<file path="src/rtl/sprite_anim_ctrl_pkg.sv">
// anim_pkg: shared constants and types for the sprite animation controller.
// Optional feature macro: ANIM_HIT_EN (adds the HIT one-shot, indices 8..9).
package anim_pkg;
  localparam logic [3:0] STAGE1 = 4'd2;
  localparam logic [3:0] STAGE2 = 4'd4;
  localparam logic [3:0] STAGE3 = 4'd6;

  localparam logic [3:0] IDLE_F = 4'd0;
  localparam logic [3:0] WALK_F = 4'd1;
  localparam logic [3:0] ATK_F  = 4'd5;
  localparam logic [3:0] HIT_F  = 4'd8;
  localparam int         ATK_LEN = 3;
  localparam int         HIT_LEN = 2;

  typedef enum logic [1:0] {
    ST_IDLE = 2'd0,
    ST_WALK = 2'd1,
`ifdef ANIM_HIT_EN
    ST_HIT  = 2'd3,
`endif
    ST_ATK  = 2'd2
  } anim_st_e;

  function automatic logic is_stage(input logic [3:0] s);
    return (s == STAGE1) || (s == STAGE2) || (s == STAGE3);
  endfunction
endpackage

</file>
<file path="src/rtl/sprite_anim_ctrl_if.sv">
// Game-logic <-> animation controller bus. master = game side, slave = controller.
interface sprite_anim_ctrl_if;
  logic       vsync_tick;
  logic [3:0] state;
  logic       player_move, boss_move;
  logic       player_atk, boss_atk;
  logic       player_hit, boss_hit;
  logic [8:0] player_x_nxt, player_y_nxt, boss_x_nxt, boss_y_nxt;
  logic [8:0] player_x, player_y, boss_x, boss_y;
  logic [3:0] player_state, boss_state;
  logic       player_busy, boss_busy;

  modport master (
    output vsync_tick, state, player_move, boss_move, player_atk, boss_atk,
           player_hit, boss_hit, player_x_nxt, player_y_nxt, boss_x_nxt, boss_y_nxt,
    input  player_x, player_y, boss_x, boss_y, player_state, boss_state,
           player_busy, boss_busy
  );

  modport slave (
    input  vsync_tick, state, player_move, boss_move, player_atk, boss_atk,
           player_hit, boss_hit, player_x_nxt, player_y_nxt, boss_x_nxt, boss_y_nxt,
    output player_x, player_y, boss_x, boss_y, player_state, boss_state,
           player_busy, boss_busy
  );
endinterface

</file>
<file path="src/rtl/sprite_anim_ctrl_fsm.sv">
// anim_fsm: one sprite's animation FSM plus its sticky request bits.
// ANIM_HIT_EN adds the HIT one-shot; without it the hit input is ignored.
module anim_fsm
  import anim_pkg::*;
#(
  parameter int WALK_LEN = 4
) (
  input  logic       clk,
  input  logic       rst_n,
  input  logic       i_en,     // stage gating: low holds IDLE and drops requests
  input  logic       i_clr,    // stage change: flush everything this cycle
  input  logic       i_step,
  input  logic       i_move,
  input  logic       i_atk,
  input  logic       i_hit,
  output logic [3:0] o_frame,
  output logic       o_busy
);
  localparam logic [3:0] ATK_LAST  = ATK_F + 4'(ATK_LEN - 1);
  localparam logic [3:0] HIT_LAST  = HIT_F + 4'(HIT_LEN - 1);
  localparam logic [3:0] WALK_LAST = 4'(WALK_LEN);

  anim_st_e   r_st;
  logic [3:0] r_frame;
  logic       r_atk_p;
  logic       w_busy, w_last, w_hit, w_atk, w_hit_p, w_atk_p;

`ifdef ANIM_HIT_EN
  logic       r_hit_p;
  assign w_hit   = i_hit;
  assign w_hit_p = r_hit_p | w_hit;
`else
  // hit events have no effect in this build
  assign w_hit   = i_hit & 1'b0;
  assign w_hit_p = w_hit;
`endif

  // busy = a one-shot (ATTACK, or HIT when present) owns the sprite
  always_comb begin
    w_busy = (r_st == ST_ATK);
`ifdef ANIM_HIT_EN
    w_busy = w_busy | (r_st == ST_HIT);
`endif
  end

  assign w_last  = (r_frame == ATK_LAST) || (r_frame == HIT_LAST);
  // attacks are dropped while busy and lose to a same-cycle hit
  assign w_atk   = i_atk & ~w_busy & ~w_hit;
  assign w_atk_p = r_atk_p | w_atk;

  // animation sequencing: requests accumulate between steps, resolved by priority at a step
  always_ff @(posedge clk) begin
    if (!rst_n || i_clr || !i_en) begin
      r_st    <= ST_IDLE;
      r_frame <= IDLE_F;
      r_atk_p <= 1'b0;
`ifdef ANIM_HIT_EN
      r_hit_p <= 1'b0;
`endif
    end else if (i_step) begin
      r_atk_p <= 1'b0;
`ifdef ANIM_HIT_EN
      r_hit_p <= 1'b0;
      if (w_hit_p) begin
        r_st    <= ST_HIT;
        r_frame <= HIT_F;
      end else
`endif
      if (w_atk_p && !w_busy) begin
        r_st    <= ST_ATK;
        r_frame <= ATK_F;
      end else if (w_busy) begin
        if (w_last) begin
          r_st    <= i_move ? ST_WALK : ST_IDLE;
          r_frame <= i_move ? WALK_F : IDLE_F;
        end else begin
          r_frame <= r_frame + 4'd1;
        end
      end else if (i_move) begin
        r_st    <= ST_WALK;
        r_frame <= (r_st == ST_WALK && r_frame != WALK_LAST) ? r_frame + 4'd1 : WALK_F;
      end else begin
        r_st    <= ST_IDLE;
        r_frame <= IDLE_F;
      end
    end else begin
      r_atk_p <= w_atk_p;
`ifdef ANIM_HIT_EN
      r_hit_p <= w_hit_p;
`endif
    end
  end

  assign o_frame = r_frame;
  assign o_busy  = w_busy;
endmodule

</file>
<file path="src/rtl/sprite_anim_ctrl.sv">
// sprite_anim_ctrl: vsync step divider, stage-change flush, frame-stable
// position latches and the player/boss animation FSMs.
// Optional feature macro: ANIM_HIT_EN.
module sprite_anim_ctrl
  import anim_pkg::*;
#(
  parameter int FRAME_DIV = 6,
  parameter int WALK_LEN  = 4
) (
  input logic               clk,
  input logic               rst_n,
  sprite_anim_ctrl_if.slave bus
);
  logic [3:0] r_div, r_state_q;
  logic [8:0] r_player_x, r_player_y, r_boss_x, r_boss_y;
  logic       w_stage_chg, w_step, w_en_p, w_en_b;

  assign w_stage_chg = (bus.state != r_state_q);
  // a stage change swallows a coinciding step
  assign w_step      = bus.vsync_tick && !w_stage_chg && (r_div == 4'(FRAME_DIV - 1));
  assign w_en_p      = is_stage(bus.state);
  assign w_en_b      = (bus.state == STAGE3);

  // vsync divider and previous-stage tracker
  always_ff @(posedge clk) begin
    if (!rst_n) begin
      r_div     <= 4'd0;
      r_state_q <= 4'd0;
    end else begin
      r_state_q <= bus.state;
      if (w_stage_chg)     r_div <= 4'd0;
      else if (w_step)     r_div <= 4'd0;
      else if (bus.vsync_tick) r_div <= r_div + 4'd1;
    end
  end

  // positions sampled once per video frame so sprites never tear mid-scan
  always_ff @(posedge clk) begin
    if (!rst_n) begin
      r_player_x <= '0;
      r_player_y <= '0;
      r_boss_x   <= '0;
      r_boss_y   <= '0;
    end else if (bus.vsync_tick) begin
      r_player_x <= bus.player_x_nxt;
      r_player_y <= bus.player_y_nxt;
      r_boss_x   <= bus.boss_x_nxt;
      r_boss_y   <= bus.boss_y_nxt;
    end
  end

  anim_fsm #(.WALK_LEN(WALK_LEN)) u_player (
    .clk(clk), .rst_n(rst_n), .i_en(w_en_p), .i_clr(w_stage_chg), .i_step(w_step),
    .i_move(bus.player_move), .i_atk(bus.player_atk), .i_hit(bus.player_hit),
    .o_frame(bus.player_state), .o_busy(bus.player_busy)
  );

  anim_fsm #(.WALK_LEN(WALK_LEN)) u_boss (
    .clk(clk), .rst_n(rst_n), .i_en(w_en_b), .i_clr(w_stage_chg), .i_step(w_step),
    .i_move(bus.boss_move), .i_atk(bus.boss_atk), .i_hit(bus.boss_hit),
    .o_frame(bus.boss_state), .o_busy(bus.boss_busy)
  );

  assign bus.player_x = r_player_x;
  assign bus.player_y = r_player_y;
  assign bus.boss_x   = r_boss_x;
  assign bus.boss_y   = r_boss_y;
endmodule
</file>
<file path="src/flat_wrapper.sv">
// flat-port wrapper written by rule: the top's interface ports become plain ports
module sprite_anim_ctrl_flat import anim_pkg::*;
#(
  parameter int FRAME_DIV = 6,
  parameter int WALK_LEN  = 4
)
  (clk, rst_n, bus_vsync_tick, bus_state, bus_player_move, bus_boss_move, bus_player_atk, bus_boss_atk, bus_player_hit, bus_boss_hit, bus_player_x_nxt, bus_player_y_nxt, bus_boss_x_nxt, bus_boss_y_nxt, bus_player_x, bus_player_y, bus_boss_x, bus_boss_y, bus_player_state, bus_boss_state, bus_player_busy, bus_boss_busy);
  sprite_anim_ctrl_if bus_i ();
  input logic clk;
  input logic rst_n;
  input wire logic [$bits(bus_i.vsync_tick)-1:0] bus_vsync_tick;
  input wire logic [$bits(bus_i.state)-1:0] bus_state;
  input wire logic [$bits(bus_i.player_move)-1:0] bus_player_move;
  input wire logic [$bits(bus_i.boss_move)-1:0] bus_boss_move;
  input wire logic [$bits(bus_i.player_atk)-1:0] bus_player_atk;
  input wire logic [$bits(bus_i.boss_atk)-1:0] bus_boss_atk;
  input wire logic [$bits(bus_i.player_hit)-1:0] bus_player_hit;
  input wire logic [$bits(bus_i.boss_hit)-1:0] bus_boss_hit;
  input wire logic [$bits(bus_i.player_x_nxt)-1:0] bus_player_x_nxt;
  input wire logic [$bits(bus_i.player_y_nxt)-1:0] bus_player_y_nxt;
  input wire logic [$bits(bus_i.boss_x_nxt)-1:0] bus_boss_x_nxt;
  input wire logic [$bits(bus_i.boss_y_nxt)-1:0] bus_boss_y_nxt;
  output wire logic [$bits(bus_i.player_x)-1:0] bus_player_x;
  output wire logic [$bits(bus_i.player_y)-1:0] bus_player_y;
  output wire logic [$bits(bus_i.boss_x)-1:0] bus_boss_x;
  output wire logic [$bits(bus_i.boss_y)-1:0] bus_boss_y;
  output wire logic [$bits(bus_i.player_state)-1:0] bus_player_state;
  output wire logic [$bits(bus_i.boss_state)-1:0] bus_boss_state;
  output wire logic [$bits(bus_i.player_busy)-1:0] bus_player_busy;
  output wire logic [$bits(bus_i.boss_busy)-1:0] bus_boss_busy;
  assign bus_i.vsync_tick = bus_vsync_tick;
  assign bus_i.state = bus_state;
  assign bus_i.player_move = bus_player_move;
  assign bus_i.boss_move = bus_boss_move;
  assign bus_i.player_atk = bus_player_atk;
  assign bus_i.boss_atk = bus_boss_atk;
  assign bus_i.player_hit = bus_player_hit;
  assign bus_i.boss_hit = bus_boss_hit;
  assign bus_i.player_x_nxt = bus_player_x_nxt;
  assign bus_i.player_y_nxt = bus_player_y_nxt;
  assign bus_i.boss_x_nxt = bus_boss_x_nxt;
  assign bus_i.boss_y_nxt = bus_boss_y_nxt;
  assign bus_player_x = bus_i.player_x;
  assign bus_player_y = bus_i.player_y;
  assign bus_boss_x = bus_i.boss_x;
  assign bus_boss_y = bus_i.boss_y;
  assign bus_player_state = bus_i.player_state;
  assign bus_boss_state = bus_i.boss_state;
  assign bus_player_busy = bus_i.player_busy;
  assign bus_boss_busy = bus_i.boss_busy;
  sprite_anim_ctrl #(.FRAME_DIV(FRAME_DIV), .WALK_LEN(WALK_LEN)) u_core (.clk(clk), .rst_n(rst_n), .bus(bus_i));
endmodule
</file>
<file path="config.mk">
export PLATFORM = sky130hd
export DESIGN_NAME = sprite_anim_ctrl_flat
export DESIGN_NICKNAME = d
export VERILOG_FILES = /design/src/rtl/sprite_anim_ctrl_pkg.sv /design/src/rtl/sprite_anim_ctrl_if.sv /design/src/rtl/sprite_anim_ctrl_fsm.sv /design/src/rtl/sprite_anim_ctrl.sv /design/src/flat_wrapper.sv
export SDC_FILE = /design/constraint.sdc
export NUM_CORES = 1
export LEC_CHECK = 0
export ABC_CLOCK_PERIOD_IN_PS = 2400
export CORE_AREA = 4 4 83 104
export CTS_BUF_LIST = sky130_fd_sc_hd__clkbuf_16
export DETAILED_ROUTE_END_ITERATION = 6
export DIE_AREA = 0 0 87 108
export PLACE_DENSITY = 0.66
export SYNTH_ARGS = -nofsm -noshare
export SYNTH_HDL_FRONTEND = slang
export SYNTH_HIERARCHICAL = 1
export SYNTH_SLANG_ARGS = --single-unit
</file>
<file path="constraint.sdc">
create_clock -name clk -period 2.4 [get_ports clk]
set_input_delay 0.72 -clock clk [delete_from_list [all_inputs] [get_ports clk]]
set_output_delay 0.72 -clock clk [all_outputs]
set_load 0.02 [all_outputs]
</file>
==> impl_metrics.env, run 1 <==
export IMPL_cts_resized_gates=0
export IMPL_detail_route_first_pass_iterations=4
export IMPL_cpMaxStageDelayCell="sky130_fd_sc_hd__clkdlybuf4s50_1"
export IMPL_grt_busiest_layer="met2"
export IMPL_worst_endpoint_arrival_ns=1.55
export IMPL_vias=2202
export IMPL_critPathLaunch="u_core/u_boss/r_st[0]"
export IMPL_critical_path_reg2reg_startpoint="u_core/u_player/o_frame[1]"
export IMPL_antenna_cells_inserted=0
export IMPL_route_final_wire_length_um=6151
export IMPL_worstPathRequired_ns=1.68
export IMPL_synth_compound_gate_area_share_pct=8.833
export IMPL_initial_core_util_pct=33.84
export IMPL_max_clock_buf_depth=2
export IMPL_grt_pass1_wl_um=10250
export IMPL_groute_layer_met3_usage_pct=8.537
export IMPL_synth_lib_cells_used_distinct=35
export IMPL_worstHoldStart="u_core/u_boss/r_st[0]"
export IMPL_io_pin_count=95
export IMPL_synth_seq_area_share_pct=44.55
export IMPL_placedInstanceArea_um2=3706
export IMPL_worstPathMaxFanout=6
export IMPL_cts_sinks=58
export IMPL_globalplace_congestion=0.7222
export IMPL_rsz_0062_raised_after_global_routing="false"
export IMPL_half_perimeter_wire_length_after_detailed_placement_um=4529
export IMPL_syn_num_nets=317
export IMPL_fp_dieW_um=87
export IMPL_antenna_violating_nets_post_route=0
export IMPL_final_max_slew_violation_count=0
export IMPL_grt_usage_pct=13.76
export IMPL_setup_reg_to_reg_worst_slack_ns=0.77
export IMPL_min_path_cells=2
export IMPL_dieHeight_um=108
export IMPL_worst_pin_slew_ns=0.6581
export IMPL_min_period_over_period_pct=94.48
export IMPL_worst_slew_margin_rel_pct=56.13
export IMPL_timing_final_crit_period_ns=2.267
export IMPL_floorplan_core_area_um2=7702
export IMPL_worstSetupPathType="register to output port"
export IMPL_route_detailed_wl_per_inst_um=13.12
export IMPL_final_setup_skew_ns=0.003518
export IMPL_tritoncts_buffer_count=9
export IMPL_total_leakage_power_nw=1.597
export IMPL_timing_hold_worst_endpoint="u_core/u_boss/r_st[0]"
export IMPL_grt_use_met1_pct=15.17
export IMPL_tritoncts="yes"
export IMPL_grt_remaining_overflow=0
export IMPL_synth_warning_count=6
export IMPL_cell_by_cell_listing_of_the_critical_path="nand2b_1, inv_1, clkdlybuf4s50_1"
export IMPL_design_final_nets=426
export IMPL_drv_max_cap_violation_count=0
export IMPL_cts_max_level=3
export IMPL_setup_violations=0
export IMPL_cts_hold_fix_buffers=0
export IMPL_mostFrequentLayoutCells="sky130_fd_sc_hd__clkdlybuf4s50_1, sky130_fd_sc_hd__dfxtp_1, sky130_fd_sc_hd__nor2b_1, sky130_fd_sc_hd__mux2i_1"
export IMPL_grt_util_met2_pct=21.12
export IMPL_synth_simple_gate_area_share_pct=23.09
export IMPL_clk_insertion_delay_late_ns=0.31
export IMPL_reg2reg_depth=5
export IMPL_grt_start_max_net_pins=42
export IMPL_flow_area_growth_from_synthesis_pct=54.10
export IMPL_via_per_inst=4.695
export IMPL_synth_xor_area_share_pct=2.640
export IMPL_post_route_drc_count=0
export IMPL_floorplan_die_area_um2=9396
export IMPL_design_area_um2=4016
export IMPL_outcome="completed"
export IMPL_finalHoldWorstSlack_ns=0.4564
export IMPL_muxShareOfSynthArea_pct=13.83
export IMPL_layout_commonest_cell="sky130_fd_sc_hd__clkdlybuf4s50_1"
export IMPL_cp_end_kind="output port"
export IMPL_final_util_pct=52.14
export IMPL_maximum_cell_stage_delay_along_the_critical_path_ns=0.59
export IMPL_r2r_end="u_core/u_player/o_frame[0]"
export IMPL_synthesis_instances=260
export IMPL_clock_root_buffer="sky130_fd_sc_hd__clkbuf_16"
export IMPL_synth_top_family_by_area="simple AND/OR/NAND/NOR gates"
export IMPL_num_rows=36
export IMPL_worst_setup_path_start_kind="register"
export IMPL_vdd_ir_drop_max_mv=0.3870
export IMPL_grt_antenna_before_repair=0
export IMPL_mean_cell_area_of_the_mapped_netlist_um2=10.02
export IMPL_hold_violations=0
export IMPL_power_density_cell_area_nw_per_um2=662.4
export IMPL_postCtsSetupRepairBufs=0
export IMPL_fmaxAchievable_ghz=0.4410
export IMPL_first_global_vias=2283
export IMPL_io_buffer_count=92
export IMPL_drive_above_1_share_pct=10.96
export IMPL_ys_ff_latch=58
export IMPL_hold_class="register to register"
export IMPL_adder_cell_fraction_of_synth_area_pct=3.841
export IMPL_clk_transition_reported_paths_ns=0.05
export IMPL_initialDrtViolationCount=55
export IMPL_mapped_cell_area_um2=2606
[power breakdown]
part           internal, mW  switching (mW)
clock                 0.896           0.420
combinational         0.188           0.133
sequential             1.00          0.0193
total                  2.09           0.572
[layout make-up]
cell class                 count  area, um2
multi-input combinational    184       1364
tap                           95      118.9
sequential                    58       1161
timing repair buffer         107       1028
clock buffer                   9      225.2
inverter                       9      33.78
clock inverter                 7      85.08
fill                         724       3686
[worst max-delay path, delay by kind of cell, from the launching register on]
kind	cells	cell delay [ns]
buffers and inverters	2	0.68
and+or+nand+nor	1	0.25
DFF	1	0.31
[registers in the layout (all words and copies together), names as in the netlist]
| signal | count |
|---|---|
| u_core/u_boss/r_st | 2 |
| u_core/r_state_q | 4 |
| u_core/bus.player_y | 9 |
| u_core/u_player/r_atk_p | 1 |
| u_core/u_player/o_frame | 4 |
| u_core/u_player/r_st | 2 |
| u_core/u_boss/r_atk_p | 1 |
| u_core/bus.boss_y | 9 |
| u_core/u_boss/o_frame | 4 |
| u_core/bus.player_x | 9 |
| u_core/bus.boss_x | 9 |
| u_core/r_div | 4 |
[Yosys cell counts, drive strengths merged]
| cell type | number | area (um2) |
|---|---|---|
| a2111oi | 3 | 45.04 |
| o2bb2ai | 2 | 17.52 |
| a21o | 2 | 15.01 |
| nor4 | 4 | 25.02 |
| xnor2 | 5 | 51.30 |
| nand3b | 4 | 30.03 |
| a221oi | 4 | 35.03 |
| nand2 | 15 | 56.30 |
| clkbuf | 4 | 15.01 |
| a22o | 2 | 17.52 |
| nand4 | 2 | 18.77 |
| dfxtp | 58 | 1161 |
| a221o | 2 | 20.02 |
| o21ai | 2 | 10.01 |
| a31oi | 2 | 12.51 |
| nand4b | 3 | 26.28 |
| nand3 | 4 | 20.02 |
| ha | 8 | 100.1 |
| nor2b | 40 | 250.2 |
| a211o | 2 | 17.52 |
| a21oi | 8 | 40.04 |
| mux2i | 36 | 360.4 |
| inv | 9 | 33.78 |
| and2b | 4 | 30.03 |
| nor2 | 9 | 33.78 |
| or2 | 4 | 25.02 |
| nand2b | 2 | 12.51 |
| and2 | 6 | 38.79 |
| nor3 | 7 | 35.03 |
| buf | 5 | 35.03 |
| xor2 | 2 | 17.52 |
[per-layer routing]
| metal | vias up | wire length [um] |
|---|---|---|
| li1 | 1119 | - |
| met1 | 1001 | 2515 |
| met2 | 70 | 2812 |
| met3 | 12 | 729 |
| met4 | 0 | 93 |
| met5 | - | 0 |
[worst max-delay path by stage]
| stage | endpoint | slack (ns) | depth (start not counted) |
|---|---|---|---|
| 2_1_floorplan | u_core/u_boss/o_frame[3] | 0.18 | 7 |
| 3_3_place_gp | u_core/u_player/o_frame[3] | -0.05 | 7 |
| 3_5_place_dp | u_core/u_player/o_frame[3] | -0.11 | 7 |
| 4_1_cts | bus_boss_busy | 0.11 | 3 |
| 5_1_grt | bus_player_busy | 0.03 | 3 |
| 6_report | bus_boss_busy | 0.13 | 3 |
[per-stage QoR]
stage          setup slack [ns]  TNS (ns)  std cells  total power, mW
3_5_place_dp            -0.1081   -0.3439        453            1.367
2_1_floorplan            0.1777         0        260            1.193
5_1_grt                 0.02688         0        469            2.765
4_1_cts                  0.1107         0        469            2.702
3_3_place_gp           -0.05386   -0.1518        453            1.363
6_report                 0.1326         0        469            2.660
[kinds of logic after synthesis]
| family | Yosys count |
|---|---|
| AO/OA/AOI/OAI | 29 |
| XOR/XNOR | 7 |
| adder cells (fa/ha/maj) | 8 |
| buffers and inverters | 18 |
| flip-flops | 58 |
| multiplexers | 36 |
| AND/OR/NAND/NOR | 104 |
Power figures use the tool's default switching activity.
==> run 2, diff against run 1 <==
--- a/config.mk
+++ b/config.mk
@@ -11,6 +11,7 @@
 export DETAILED_ROUTE_END_ITERATION = 6
 export DIE_AREA = 0 0 87 108
 export PLACE_DENSITY = 0.66
+export SKIP_CTS_REPAIR_TIMING = 1
 export SYNTH_ARGS = -nofsm -noshare
 export SYNTH_HDL_FRONTEND = slang
 export SYNTH_HIERARCHICAL = 1
==> results of run 2 <==
No change in the layout: final DEF, timing and power equal those of run 1.
==> run 3, diff against run 2 <==
--- a/config.mk
+++ b/config.mk
@@ -11,7 +11,6 @@
 export DETAILED_ROUTE_END_ITERATION = 6
 export DIE_AREA = 0 0 87 108
 export PLACE_DENSITY = 0.66
-export SKIP_CTS_REPAIR_TIMING = 1
 export SYNTH_ARGS = -nofsm -noshare
 export SYNTH_HDL_FRONTEND = slang
 export SYNTH_HIERARCHICAL = 1
==> results of run 3 <==
No change in the layout: final DEF, timing and power equal those of run 1.
